--- src/rtl/au_arb_pkg.sv ---
// Shared types and constants for the two-requester arithmetic-unit arbiter.
// Pure definitions: no logic, no latency, no flow control.
package au_arb_pkg;

   localparam int WIDTH_DEF = 4;

   localparam logic [1:0] SEL_ADD = 2'b00;
   localparam logic [1:0] SEL_SUB = 2'b01;
   localparam logic [1:0] SEL_AND = 2'b10;
   localparam logic [1:0] SEL_XOR = 2'b11;

   typedef enum logic [1:0] {
      ST_IDLE = 2'd0,
      ST_EXEC = 2'd1,
      ST_RESP = 2'd2
   } state_t;

endpackage

--- src/rtl/arithmetic_unit.sv ---
// Combinational signed add/sub/and/xor with two's-complement overflow flag.
// Zero latency; no flow control, operands must be held stable by the caller.
module arithmetic_unit
   import au_arb_pkg::*;
#(
   parameter int WIDTH = WIDTH_DEF
) (
   input  logic signed [WIDTH-1:0] A,
   input  logic signed [WIDTH-1:0] B,
   input  logic        [1:0]       sel,
   output logic signed [WIDTH-1:0] q,
   output logic                    overflow
);

   logic signed [WIDTH-1:0] res;

   always_comb begin
      res      = '0;
      overflow = 1'b0;
      case (sel)
         SEL_ADD: begin
            res      = A + B;
            overflow = (A[WIDTH-1] == B[WIDTH-1]) && (res[WIDTH-1] != A[WIDTH-1]);
         end
         SEL_SUB: begin
            res      = A - B;
            overflow = (A[WIDTH-1] != B[WIDTH-1]) && (res[WIDTH-1] != A[WIDTH-1]);
         end
         SEL_AND: res = A & B;
         default: res = A ^ B;
      endcase
   end

   assign q = res;

endmodule

--- src/rtl/rr_arb2.sv ---
// Two-way round-robin pick: a lone valid wins, a tie goes to prio.
// Zero latency; gnt is meaningless when neither requester is valid.
module rr_arb2 (
   input  logic req0_valid,
   input  logic req1_valid,
   input  logic prio,
   output logic gnt
);

   assign gnt = (req0_valid && req1_valid) ? prio : (req1_valid && !req0_valid);

endmodule

--- src/rtl/au_share_arbiter.sv ---
// Shares one arithmetic_unit between two valid/ready requesters, round-robin.
// Request to response valid in 2 cycles; RESP holds until the winner's rsp_ready.
module au_share_arbiter
   import au_arb_pkg::*;
#(
   parameter int WIDTH = WIDTH_DEF,
   parameter int CNT_W = 8
) (
   input  logic                    clk,
   input  logic                    rst_n,
   input  logic                    req0_valid,
   output logic                    req0_ready,
   input  logic signed [WIDTH-1:0] req0_a,
   input  logic signed [WIDTH-1:0] req0_b,
   input  logic        [1:0]       req0_sel,
   input  logic                    req1_valid,
   output logic                    req1_ready,
   input  logic signed [WIDTH-1:0] req1_a,
   input  logic signed [WIDTH-1:0] req1_b,
   input  logic        [1:0]       req1_sel,
   output logic                    rsp0_valid,
   input  logic                    rsp0_ready,
   output logic                    rsp1_valid,
   input  logic                    rsp1_ready,
   output logic signed [WIDTH-1:0] rsp_q,
   output logic                    rsp_ov,
   output logic                    busy,
   output logic        [CNT_W-1:0] ops_done
);

   state_t                  state_q, state_d;
   logic                    prio_q, prio_d;
   logic                    gnt_id_q, gnt_id_d;
   logic signed [WIDTH-1:0] op_a_q, op_a_d;
   logic signed [WIDTH-1:0] op_b_q, op_b_d;
   logic        [1:0]       op_sel_q, op_sel_d;
   logic signed [WIDTH-1:0] res_q, res_d;
   logic                    ov_q, ov_d;
   logic        [CNT_W-1:0] ops_done_q, ops_done_d;

   logic                    gnt;
   logic signed [WIDTH-1:0] au_q;
   logic                    au_ov;

   rr_arb2 u_arb (
      .req0_valid (req0_valid),
      .req1_valid (req1_valid),
      .prio       (prio_q),
      .gnt        (gnt)
   );

   // Fed only from the latched operands so the datapath never sees requester changes.
   arithmetic_unit #(.WIDTH(WIDTH)) u_au (
      .A        (op_a_q),
      .B        (op_b_q),
      .sel      (op_sel_q),
      .q        (au_q),
      .overflow (au_ov)
   );

   always_comb begin
      state_d    = state_q;
      prio_d     = prio_q;
      gnt_id_d   = gnt_id_q;
      op_a_d     = op_a_q;
      op_b_d     = op_b_q;
      op_sel_d   = op_sel_q;
      res_d      = res_q;
      ov_d       = ov_q;
      ops_done_d = ops_done_q;
      req0_ready = 1'b0;
      req1_ready = 1'b0;
      rsp0_valid = 1'b0;
      rsp1_valid = 1'b0;
      case (state_q)
         ST_IDLE: begin
            req0_ready = !gnt && req0_valid;
            req1_ready = gnt && req1_valid;
            if (req0_ready || req1_ready) begin
               gnt_id_d = gnt;
               op_a_d   = gnt ? req1_a   : req0_a;
               op_b_d   = gnt ? req1_b   : req0_b;
               op_sel_d = gnt ? req1_sel : req0_sel;
               state_d  = ST_EXEC;
            end
         end
         ST_EXEC: begin
            res_d   = au_q;
            ov_d    = au_ov;
            state_d = ST_RESP;
         end
         ST_RESP: begin
            rsp0_valid = !gnt_id_q;
            rsp1_valid = gnt_id_q;
            if (gnt_id_q ? rsp1_ready : rsp0_ready) begin
               prio_d     = !gnt_id_q;
               ops_done_d = ops_done_q + {{(CNT_W-1){1'b0}}, 1'b1};
               state_d    = ST_IDLE;
            end
         end
         default: state_d = ST_IDLE;
      endcase
   end

   always_ff @(posedge clk or negedge rst_n) begin
      if (!rst_n) begin
         state_q    <= ST_IDLE;
         prio_q     <= 1'b0;
         gnt_id_q   <= 1'b0;
         op_a_q     <= '0;
         op_b_q     <= '0;
         op_sel_q   <= '0;
         res_q      <= '0;
         ov_q       <= 1'b0;
         ops_done_q <= '0;
      end else begin
         state_q    <= state_d;
         prio_q     <= prio_d;
         gnt_id_q   <= gnt_id_d;
         op_a_q     <= op_a_d;
         op_b_q     <= op_b_d;
         op_sel_q   <= op_sel_d;
         res_q      <= res_d;
         ov_q       <= ov_d;
         ops_done_q <= ops_done_d;
      end
   end

   assign rsp_q    = res_q;
   assign rsp_ov   = ov_q;
   assign busy     = (state_q != ST_IDLE);
   assign ops_done = ops_done_q;

endmodule

--- config.mk ---
export PLATFORM = sky130hd
export DESIGN_NAME = au_share_arbiter
export DESIGN_NICKNAME = d
export VERILOG_FILES = /design/src/rtl/au_arb_pkg.sv /design/src/rtl/arithmetic_unit.sv /design/src/rtl/rr_arb2.sv /design/src/rtl/au_share_arbiter.sv
export SDC_FILE = /design/constraint.sdc
export NUM_CORES = 1
export LEC_CHECK = 0
export CAP_MARGIN = 20
export CELL_PAD_IN_SITES_DETAIL_PLACEMENT = 0
export CELL_PAD_IN_SITES_GLOBAL_PLACEMENT = 2
export CORE_ASPECT_RATIO = 0.8
export CORE_UTILIZATION = 29
export CTS_BUF_LIST = sky130_fd_sc_hd__clkbuf_4 sky130_fd_sc_hd__clkbuf_8 sky130_fd_sc_hd__clkbuf_16
export DETAILED_ROUTE_END_ITERATION = 7
export PLACE_DENSITY_LB_ADDON = 0.1
export SETUP_SLACK_MARGIN = 0.4
export SYNTH_ARGS = -nofsm -noshare
export SYNTH_HDL_FRONTEND = slang
export SYNTH_SLANG_ARGS = --single-unit
--- constraint.sdc ---
create_clock -name clk -period 2.1 [get_ports clk]
set_input_delay 0.21 -clock clk [delete_from_list [all_inputs] [get_ports clk]]
set_output_delay 0.21 -clock clk [all_outputs]
set_load 0.01 [all_outputs]
Word-level counts from Yosys, hierarchy flattened
Index checks and enable logic that the tools add are counted.
- add/subtract/negate cells: 3
- equality and inequality tests: 10
- muxes and demuxes: 14
- bitwise logic cells: 2
- reduce and logical (&&, ||, !) cells: 16
- operator list (cell ; number):
    4-bit case mux with 3 select lines ; 1
    8-bit by 1-bit adder with 8-bit output (second input constant) ; 1
    4-bit 2-to-1 mux ; 2
    1-bit logical AND ; 6
    1-bit 2-to-1 mux ; 6
    2-bit 2-to-1 mux ; 3
    2-bit case mux with 3 select lines ; 1
    2-bit AND reduction ; 3
    4-bit adder ; 1
    4-bit AND ; 1
    2-bit by 1-bit equality test with 1-bit output (second input constant) ; 2
    2-bit equality test (second input constant) ; 2
    2-bit logical NOT ; 2
    2-bit != test (second input constant) ; 2
    4-bit subtractor ; 1
    4-bit bitwise XOR ; 1
    1-bit logical NOT ; 3
    1-bit != test ; 3
    1-bit case mux with 2 select lines ; 1
    2-bit nonzero test ; 1
    1-bit equality test ; 1
    1-bit logical OR ; 1
- register bits after elaboration: 27
- input bits: 26
- output and inout bits: 18
- logic and storage cells: 54

Depth between registers and ports, before layout
Gate-level depths: netlist of run 1.
- depth in word-level cells: 8
- depth in mapped cells: 8
- mapped depth without buffers: 8

By module
A second synthesis of run 1 with hierarchy kept.
- cells, all modules: 142
- area, all modules: 1715.4 um^2
- by module, submodules not included (module ; times used ; cells an instance ; area each (um^2) ; seq. area each (um^2)):
    au_share_arbiter ; 1 ; 97 ; 1316.3 ; 675.6
    arithmetic_unit ; 1 ; 43 ; 387.9 ; 0.0
    rr_arb2 ; 1 ; 2 ; 11.3 ; 0.0

Least setup slack after synthesis of run 1
OpenSTA, ideal clock, no wires.
- kind: register -> register
- from: register op_a_q[0]
- to: register res_q[1] (netlist: rsp_q[1])
- setup time: 125 ps
- data arrival time: 1794 ps
- required time: 1975 ps
- slack: 181 ps
- cell stages (with the launch flop): 7
- path buffers: 0
- clock period less this slack: 1919 ps
- cell sequence: dfrtp_1 inv_1 ha_1 inv_1 fa_1 mux4_2 mux2_2
- cells in the longest elaborated chain, start to end: 2
- ends and longest elaborated chain (item ; line ; source):
    start: declaration ; au_share_arbiter.sv:34 ; logic signed [WIDTH-1:0] op_a_q, op_a_d;
    start signal: assignment ; au_share_arbiter.sv:120 ; op_a_q <= op_a_d;
    4-bit subtractor or 4-bit adder (tied branches) ; arithmetic_unit.sv:26, arithmetic_unit.sv:22 ;
    4-bit case mux with 3 select lines (*) ; arithmetic_unit.sv:20 ; case (sel)
    end signal: assignment ; au_share_arbiter.sv:123 ; res_q <= res_d;
    end: declaration ; au_share_arbiter.sv:37 ; logic signed [WIDTH-1:0] res_q, res_d;
Every way passes the cells marked *; elsewhere a longest branch is shown, timed or not.
A chain may end at the register's enable or synchronous reset.

Final worst setup path of run 1
- from: register op_b_q[0]
- to: register res_q[1] (netlist: rsp_q[1])
- cells in the longest elaborated chain, start to end: 2
- ends and longest elaborated chain (item ; line ; source):
    start: declaration ; au_share_arbiter.sv:35 ; logic signed [WIDTH-1:0] op_b_q, op_b_d;
    start signal: assignment ; au_share_arbiter.sv:121 ; op_b_q <= op_b_d;
    4-bit subtractor or 4-bit adder (tied branches) ; arithmetic_unit.sv:26, arithmetic_unit.sv:22 ;
    4-bit case mux with 3 select lines (*) ; arithmetic_unit.sv:20 ;
Marks and branches as above.

==> results of run 1 <==
==> cell usage after synthesis, drive strengths merged, types with 3 or more instances <==
library cell / n
nand2: 6
inv: 12
dfrtp: 27
xor2: 3
a21oi: 15
ha: 8
nor2b: 3
buf: 3
nor2: 21
xnor2: 8
o21ai: 7
mux2i: 11
mux2: 4
clkbuf: 3
==> registers in the layout, summed over array words and instances (netlist names) <==
name and cells:
ops_done 8, op_a_q 4, gnt_id_q 1, rsp_ov 1
state_q 2, op_sel_q 2, rsp_q 4, op_b_q 4
prio_q 1
==> worst reg2reg max path, stage by stage (launching register included) <==
cell and delay, ps:
dfrtp_1 420, ha_2 260, fa_1 430, mux4_2 460, mux2_2 270
==> final cells by class <==
class	count	area, sq um	share of cell area (%)
clock buffers	4	48.8	2.18
inverters	12	45.0	2.02
flip-flops and latches	27	677	30.3
well taps	62	77.6	3.47
repair buffers	53	500	22.4
multi-input cells	106	886	39.6
==> worst min-delay path by stage <==
stage	start	to	slack (ps)	cells past startpoint
after floorplan	rst_n	gnt_id_q	-90	0
after CTS	rst_n	rsp_q[1]	310	2
after detailed placement	ops_done[7]	ops_done[7]	470	1
final	rst_n	rsp_q[1]	300	2
after global routing	rst_n	rsp_q[1]	330	2
after global placement	ops_done[7]	ops_done[7]	460	1
==> per-layer routing <==
layer	vias up	GRT usage (%)	part of all wire, %
met5	-	0	0
met4	0	3.88	0.72
met3	2	3.42	3.2
met2	26	20.7	44
met1	556	19.1	52
li1	611	-	-
==> cell usage in the layout (no fill, tap or decap), types with 3 or more instances in the layout <==
cell type	count
clkdlybuf4s50_1	39
a21oi_1	14
ha_4	3
inv_1	7
mux2i_1	11
dfrtp_1	26
nor2_1	20
dlygate4sd2_1	4
xnor2_1	7
o21ai_0	6
clkbuf_8	3
ha_1	4
buf_4	10
inv_2	5
nand2_1	6
xor2_1	3
==> cells by family (layout without fill, tap and decap cells) <==
logic type | count (synthesis) | in the layout
buf+inv | 18 | 69
fa+ha+maj | 10 | 10
mux | 16 | 16
simple gates | 40 | 40
xor+xnor | 11 | 11
flops | 27 | 27
compound gates | 29 | 29
==> per-stage QoR <==
stage          hold slack (ps)  power, mW  area (sq um)
2_1_floorplan            -85.6       2.29          1580
3_3_place_gp               458       2.81          2080
3_5_place_dp               468       2.86          2080
4_1_cts                    312       3.46          2230
5_1_grt                    328       3.77          2230
6_report                   301       3.45          2230
==> where the power goes <==
group	internal, mW	switching [mW]	total, mW
Combinational	1.14	0.990	2.13
Clock	0.149	0.164	0.313
Sequential	0.743	0.260	1.00
==> what timing repair did <==
item	in CTS	in global routing
buffers inserted	7	0
endpoints found under the hold margin	0	0
endpoints found under the setup margin	8	4
pin swaps	5	2
resized for setup	16	1
==> reports/qor.yml, run 1 <==
setup_path:
  crit_fanout: 3
  worstSetupEndpoint: "rsp_q[1]"
  reg2regPathDepth: 4
  critPathSlowestCell: "mux4_2"
  regToRegEndpoint: "rsp_q[1]"
  critical-path-max-stage-delay_ps: 460
  worst_ep_required_time_ps: 2270
  path_class: "reg -> reg"
  critPathTopFamily: "multiplexers"
  arrival_ps: 2110
  cp.depth: 4
  end_kind: "flip-flop"
  timing.rr.start: "op_b_q[0]"
  path_cells: "ha_2, fa_1, mux4_2, mux2_2"
  critPathBufInv: 0
  crit_start: "op_b_q[0]"
  start_kind: "flip-flop"
  r2r_setup_slack_ps: 160
timing:
  finalSetupViolations: 0
  fin_setup_tns_ps: 0
  max_slew_margin_pct: 72.3
  final_hold_viol_count: 0
  worst_slack_ps: 164
  rsz0062_at_grt: "yes"
  period_share_pct: 92.2
  drv_slew: 0
  fin_crit_ps: 1940
  tightestPinTransition_ps: 415
  fmax_mhz: 517
  skew_ps: 7.24
synth:
  syn_area_sq_um: 1560
  synthArstFlopShare_pct: 100
  synthSimpleGateAreaFrac_pct: 12.3
  synth_top_family_by_area: "compound AO/OA/AOI/OAI gates"
  ys_dominant_reg_cell: "dfrtp_1"
  yosysSeqAreaShare_pct: 43.3
  synth_compound_area_share_pct: 12.8
  synthAdderAreaFrac_pct: 8.97
  synth_nets: 187
  synth_cells: 151
  yosysUniqueCellTypes: 34
  synthTopCellsByArea: "dfrtp_1, mux2i_1, ha_1, nor2_1, a21oi_1"
  synth_xor_area_share_pct: 6.17
  synth-edff-count: 0
  yosys.area.top_type: "dfrtp_1"
  muxShareOfSynthArea_pct: 11.4
  avgSynthCellArea_sq_um: 10.3
  synth.top_cell.area_share_pct: 43.3
  synth_seq_cells: 27
  synth_warnings: 0
run_status:
  violations: "design-rule violations"
  status: "finished with violations"
drt:
  antenna_left: 0
  wirelength_um: 3480
  drt_iter0_markers: 49
  firstDrtPassIters: 7
  via_per_inst: 4.53
  drc: 5
  vias: 1195
  wire_per_inst_um: 13.2
global_route:
  grt_use_total_pct: 13.6
  grt_max_degree: 28
  antenna_found_initial: 0
  gr-total-overflow: 0
  grt_pass1_wl_um: 5840
  grt_pass1_vias: 1188
cts:
  clockRootBuffer: "clkbuf_8"
  numClockSinks: 27
  postCtsHoldBufs: 0
  clkLatencyLatePin_ps: 270
  path_clk_slew_ps: 100
  htree_num_levels: 1
  clock_path_buffers: 2
  cts_tree: "done"
  cts_buffers: 3
power:
  leakage_nw: 0.988
  ir_drop_mv: 0.469
  powerDensity_nw_per_um2: 1540
place:
  dpl.hpwl_um: 2540
  portBuffers: 43
  dp_cells: 253
  post-place-ws_ps: 126
  gp_congestion: 0.704
die:
  placementRows: 23
  die_h_um: 67.6
  core_area_sq_um: 5090
  die_area_sq_um: 5680
  die_x_um: 84.0
  io_pins: 44
  start_util_pct: 30.7
finish:
  n_antenna_cell: 0
  num-nets-final: 239
  layout-drive-gt1-share_pct: 20.3
  synthToLayoutAreaGrowth_pct: 43.1
  final-instance-count-excl-fill: 264
  utilization_pct: 43.9
  fill_cells: 502
flow_run:
  cap_violations: 0
worst_hold_path:
  worstHoldPathType: "in -> async"
(Power assumes the default switching activity.)
==> run 2, diff against run 1 <==
--- a/config.mk
+++ b/config.mk
@@ -13,7 +13,6 @@
 export CTS_BUF_LIST = sky130_fd_sc_hd__clkbuf_4 sky130_fd_sc_hd__clkbuf_8 sky130_fd_sc_hd__clkbuf_16
 export DETAILED_ROUTE_END_ITERATION = 7
 export PLACE_DENSITY_LB_ADDON = 0.1
-export SETUP_SLACK_MARGIN = 0.4
 export SYNTH_ARGS = -nofsm -noshare
 export SYNTH_HDL_FRONTEND = slang
 export SYNTH_SLANG_ARGS = --single-unit
==> reports/qor.yml, run 2 (synthesized netlist as in run 1, its figures left out) <==
global_route:
  grt_pass1_vias: 1200  # +1.0%
  gr-total-overflow: 0  # unchanged
  grt_max_degree: 28  # unchanged
  grt_pass1_wl_um: 6000  # +2.7%
  grt_use_total_pct: 13.7  # +0.15 points
  antenna_found_initial: 0  # unchanged
setup_path:
  critical-path-max-stage-delay_ps: 450  # about the same
  worst_ep_required_time_ps: 2260  # about the same
  path_class: "reg -> reg"
  critPathSlowestCell: "mux4_2"
  crit_fanout: 3  # unchanged
  end_kind: "flip-flop"
  critPathTopFamily: "multiplexers"
  path_cells: "inv_1, ha_1, inv_1, fa_1, mux4_2, mux2_2"
  critPathBufInv: 2  # +2
  critPathMostFrequentCell: "inv_1"
  arrival_ps: 2170  # +60 ps
  start_kind: "flip-flop"
timing:
  fmax_mhz: 499  # -3.4%
  period_share_pct: 95.4  # +3.2 points
  final_hold_viol_count: 0  # unchanged
  fin_crit_ps: 2000  # +68.0 ps
  fin_setup_tns_ps: 0  # unchanged
  drv_slew: 0  # unchanged
  rsz0062_at_grt: "no"
  tightestPinTransition_ps: 382  # -33.5 ps
  worst_slack_ps: 96.5  # -68.0 ps
  skew_ps: 2.06  # -5.17 ps
  finalSetupViolations: 0  # unchanged
  max_slew_margin_pct: 74.5  # +2.2 points
worst_hold_path:
  worstHoldPathType: "in -> async"
drt:
  met2_wirelength_um: 1440  # -5.5%
  vias: 1159  # -3.0%
  drt_iter0_markers: 34  # -31%
  wl_met1_um: 1780  # -1.6%
  wire_per_inst_um: 13.1  # -0.56%
  drc: 9  # +4
  route.met3.wl_um: 120  # +7.1%
  wirelength_um: 3360  # -3.2%
  top_layer: "met4"
  firstDrtPassIters: 7  # unchanged
  via_per_inst: 4.51  # -0.37%
  antenna_left: 0  # unchanged
die:
  die_area_sq_um: 5680  # unchanged
  placementRows: 23  # unchanged
  die_x_um: 84.0  # unchanged
  core_area_sq_um: 5090  # unchanged
  io_pins: 44  # unchanged
  start_util_pct: 30.7  # unchanged
  die_h_um: 67.6  # unchanged
run_status:
  status: "finished with violations"
  violations: "design-rule violations"
cts:
  clkLatencyLatePin_ps: 270  # about the same
  cts_buffers: 3  # unchanged
  postCtsHoldBufs: 0  # unchanged
  clockRootBuffer: "clkbuf_8"
  numClockSinks: 27  # unchanged
  clock_path_buffers: 2  # unchanged
  htree_num_levels: 1  # unchanged
  path_clk_slew_ps: 90  # about the same
  cts_tree: "done"
finish:
  layout-drive-gt1-share_pct: 9.23  # -11 points
  num-nets-final: 232  # -2.9%
  synthToLayoutAreaGrowth_pct: 35.0
  final_common_cell: "clkdlybuf4s50_1"
  largest_register_ffs: 8  # unchanged
  mostFrequentLayoutCells: "clkdlybuf4s50_1, dfrtp_1, nor2_1"
  n_antenna_cell: 0  # unchanged
power:
  leakage_nw: 0.930  # -5.8%
  ir_drop_mv: 0.641  # +37%
  powerDensity_nw_per_um2: 1470  # -4.9%
flow_run:
  cap_violations: 0  # unchanged
place:
  gp_congestion: 0.715  # +1.5%
  dpl.hpwl_um: 2580  # +1.2%
  portBuffers: 43  # unchanged
  post-place-ws_ps: 93.0  # -33.0 ps
## run 2: cell count changes in the layout (fill, tap and decap cells not counted), moves of 3 or more
| cell | before | now |
|---|---|---|
| ha_4 | 3 | 0 |
| inv_1 | 7 | 11 |
| dlygate4sd2_1 | 4 | 0 |
| ha_1 | 4 | 7 |
| buf_4 | 10 | 3 |
| inv_2 | 5 | 1 |
| clkdlybuf4s50_1 | 39 | 43 |
## run 2: timing repair
item / 4_1_cts / 5_1_grt
gates resized for setup: 0 / 1
buffers inserted: 0 / 0
endpoints found under the setup margin: 0 / 1
endpoints found under the hold margin: 0 / 0
## run 2: through the flow
stage	power [mW]	instances	cell area, sq um	util [%]	hold WS, ps
2_1_floorplan	2.23	151	1560	-	-85.6
3_3_place_gp	2.75	253	2060	40.4	460
3_5_place_dp	2.80	253	2060	40.4	467
4_1_cts	3.14	257	2110	41.3	310
5_1_grt	3.42	257	2110	41.4	335
6_report	3.10	257	2110	41.4	307
## run 2: final timing paths
path	slack [ps]	cells past startpoint	start	endpoint
hold / removal	310	2	rst_n	op_a_q[1]
hold reg to reg	470	1	ops_done[7]	ops_done[7]
min in group clk	470	1	ops_done[7]	ops_done[7]
setup reg to reg	100	6	op_a_q[0]	rsp_q[1]
max in group asynchronous	1530	2	rst_n	op_a_q[3]
setup / recovery	100	6	op_a_q[0]	rsp_q[1]
## run 2: report_power, final
group / total (mW) / internal, mW / switching, mW
Sequential: 0.980 / 0.742 / 0.238
Combinational: 1.81 / 0.922 / 0.883
Clock: 0.310 / 0.149 / 0.161
Total: 3.10 / 1.81 / 1.28
## run 2: area by class of cell
type,count,area [sq um]
Inverter,12,45.0
Sequential cell,27,676
Timing Repair Buffer,46,453
Clock buffer,4,48.8
Multi-Input combinational cell,106,808
Tap cell,62,77.6
Fill cell,491,2990
## run 2: worst register-to-register path: cells and delay by family (launching register included)
kind       cells  cell delay [ps]
flops          1              410
fa+ha+maj      2              640
buf+inv        2              130
mux            2              710
## run 2: layer usage
| layer | GRT usage (%) | up-vias |
|---|---|---|
| met1 | 18.5 | 532 |
| met5 | 0 | - |
| met3 | 3.55 | 2 |
| met2 | 22.6 | 23 |
| li1 | - | 602 |
| met4 | 2.59 | 0 |
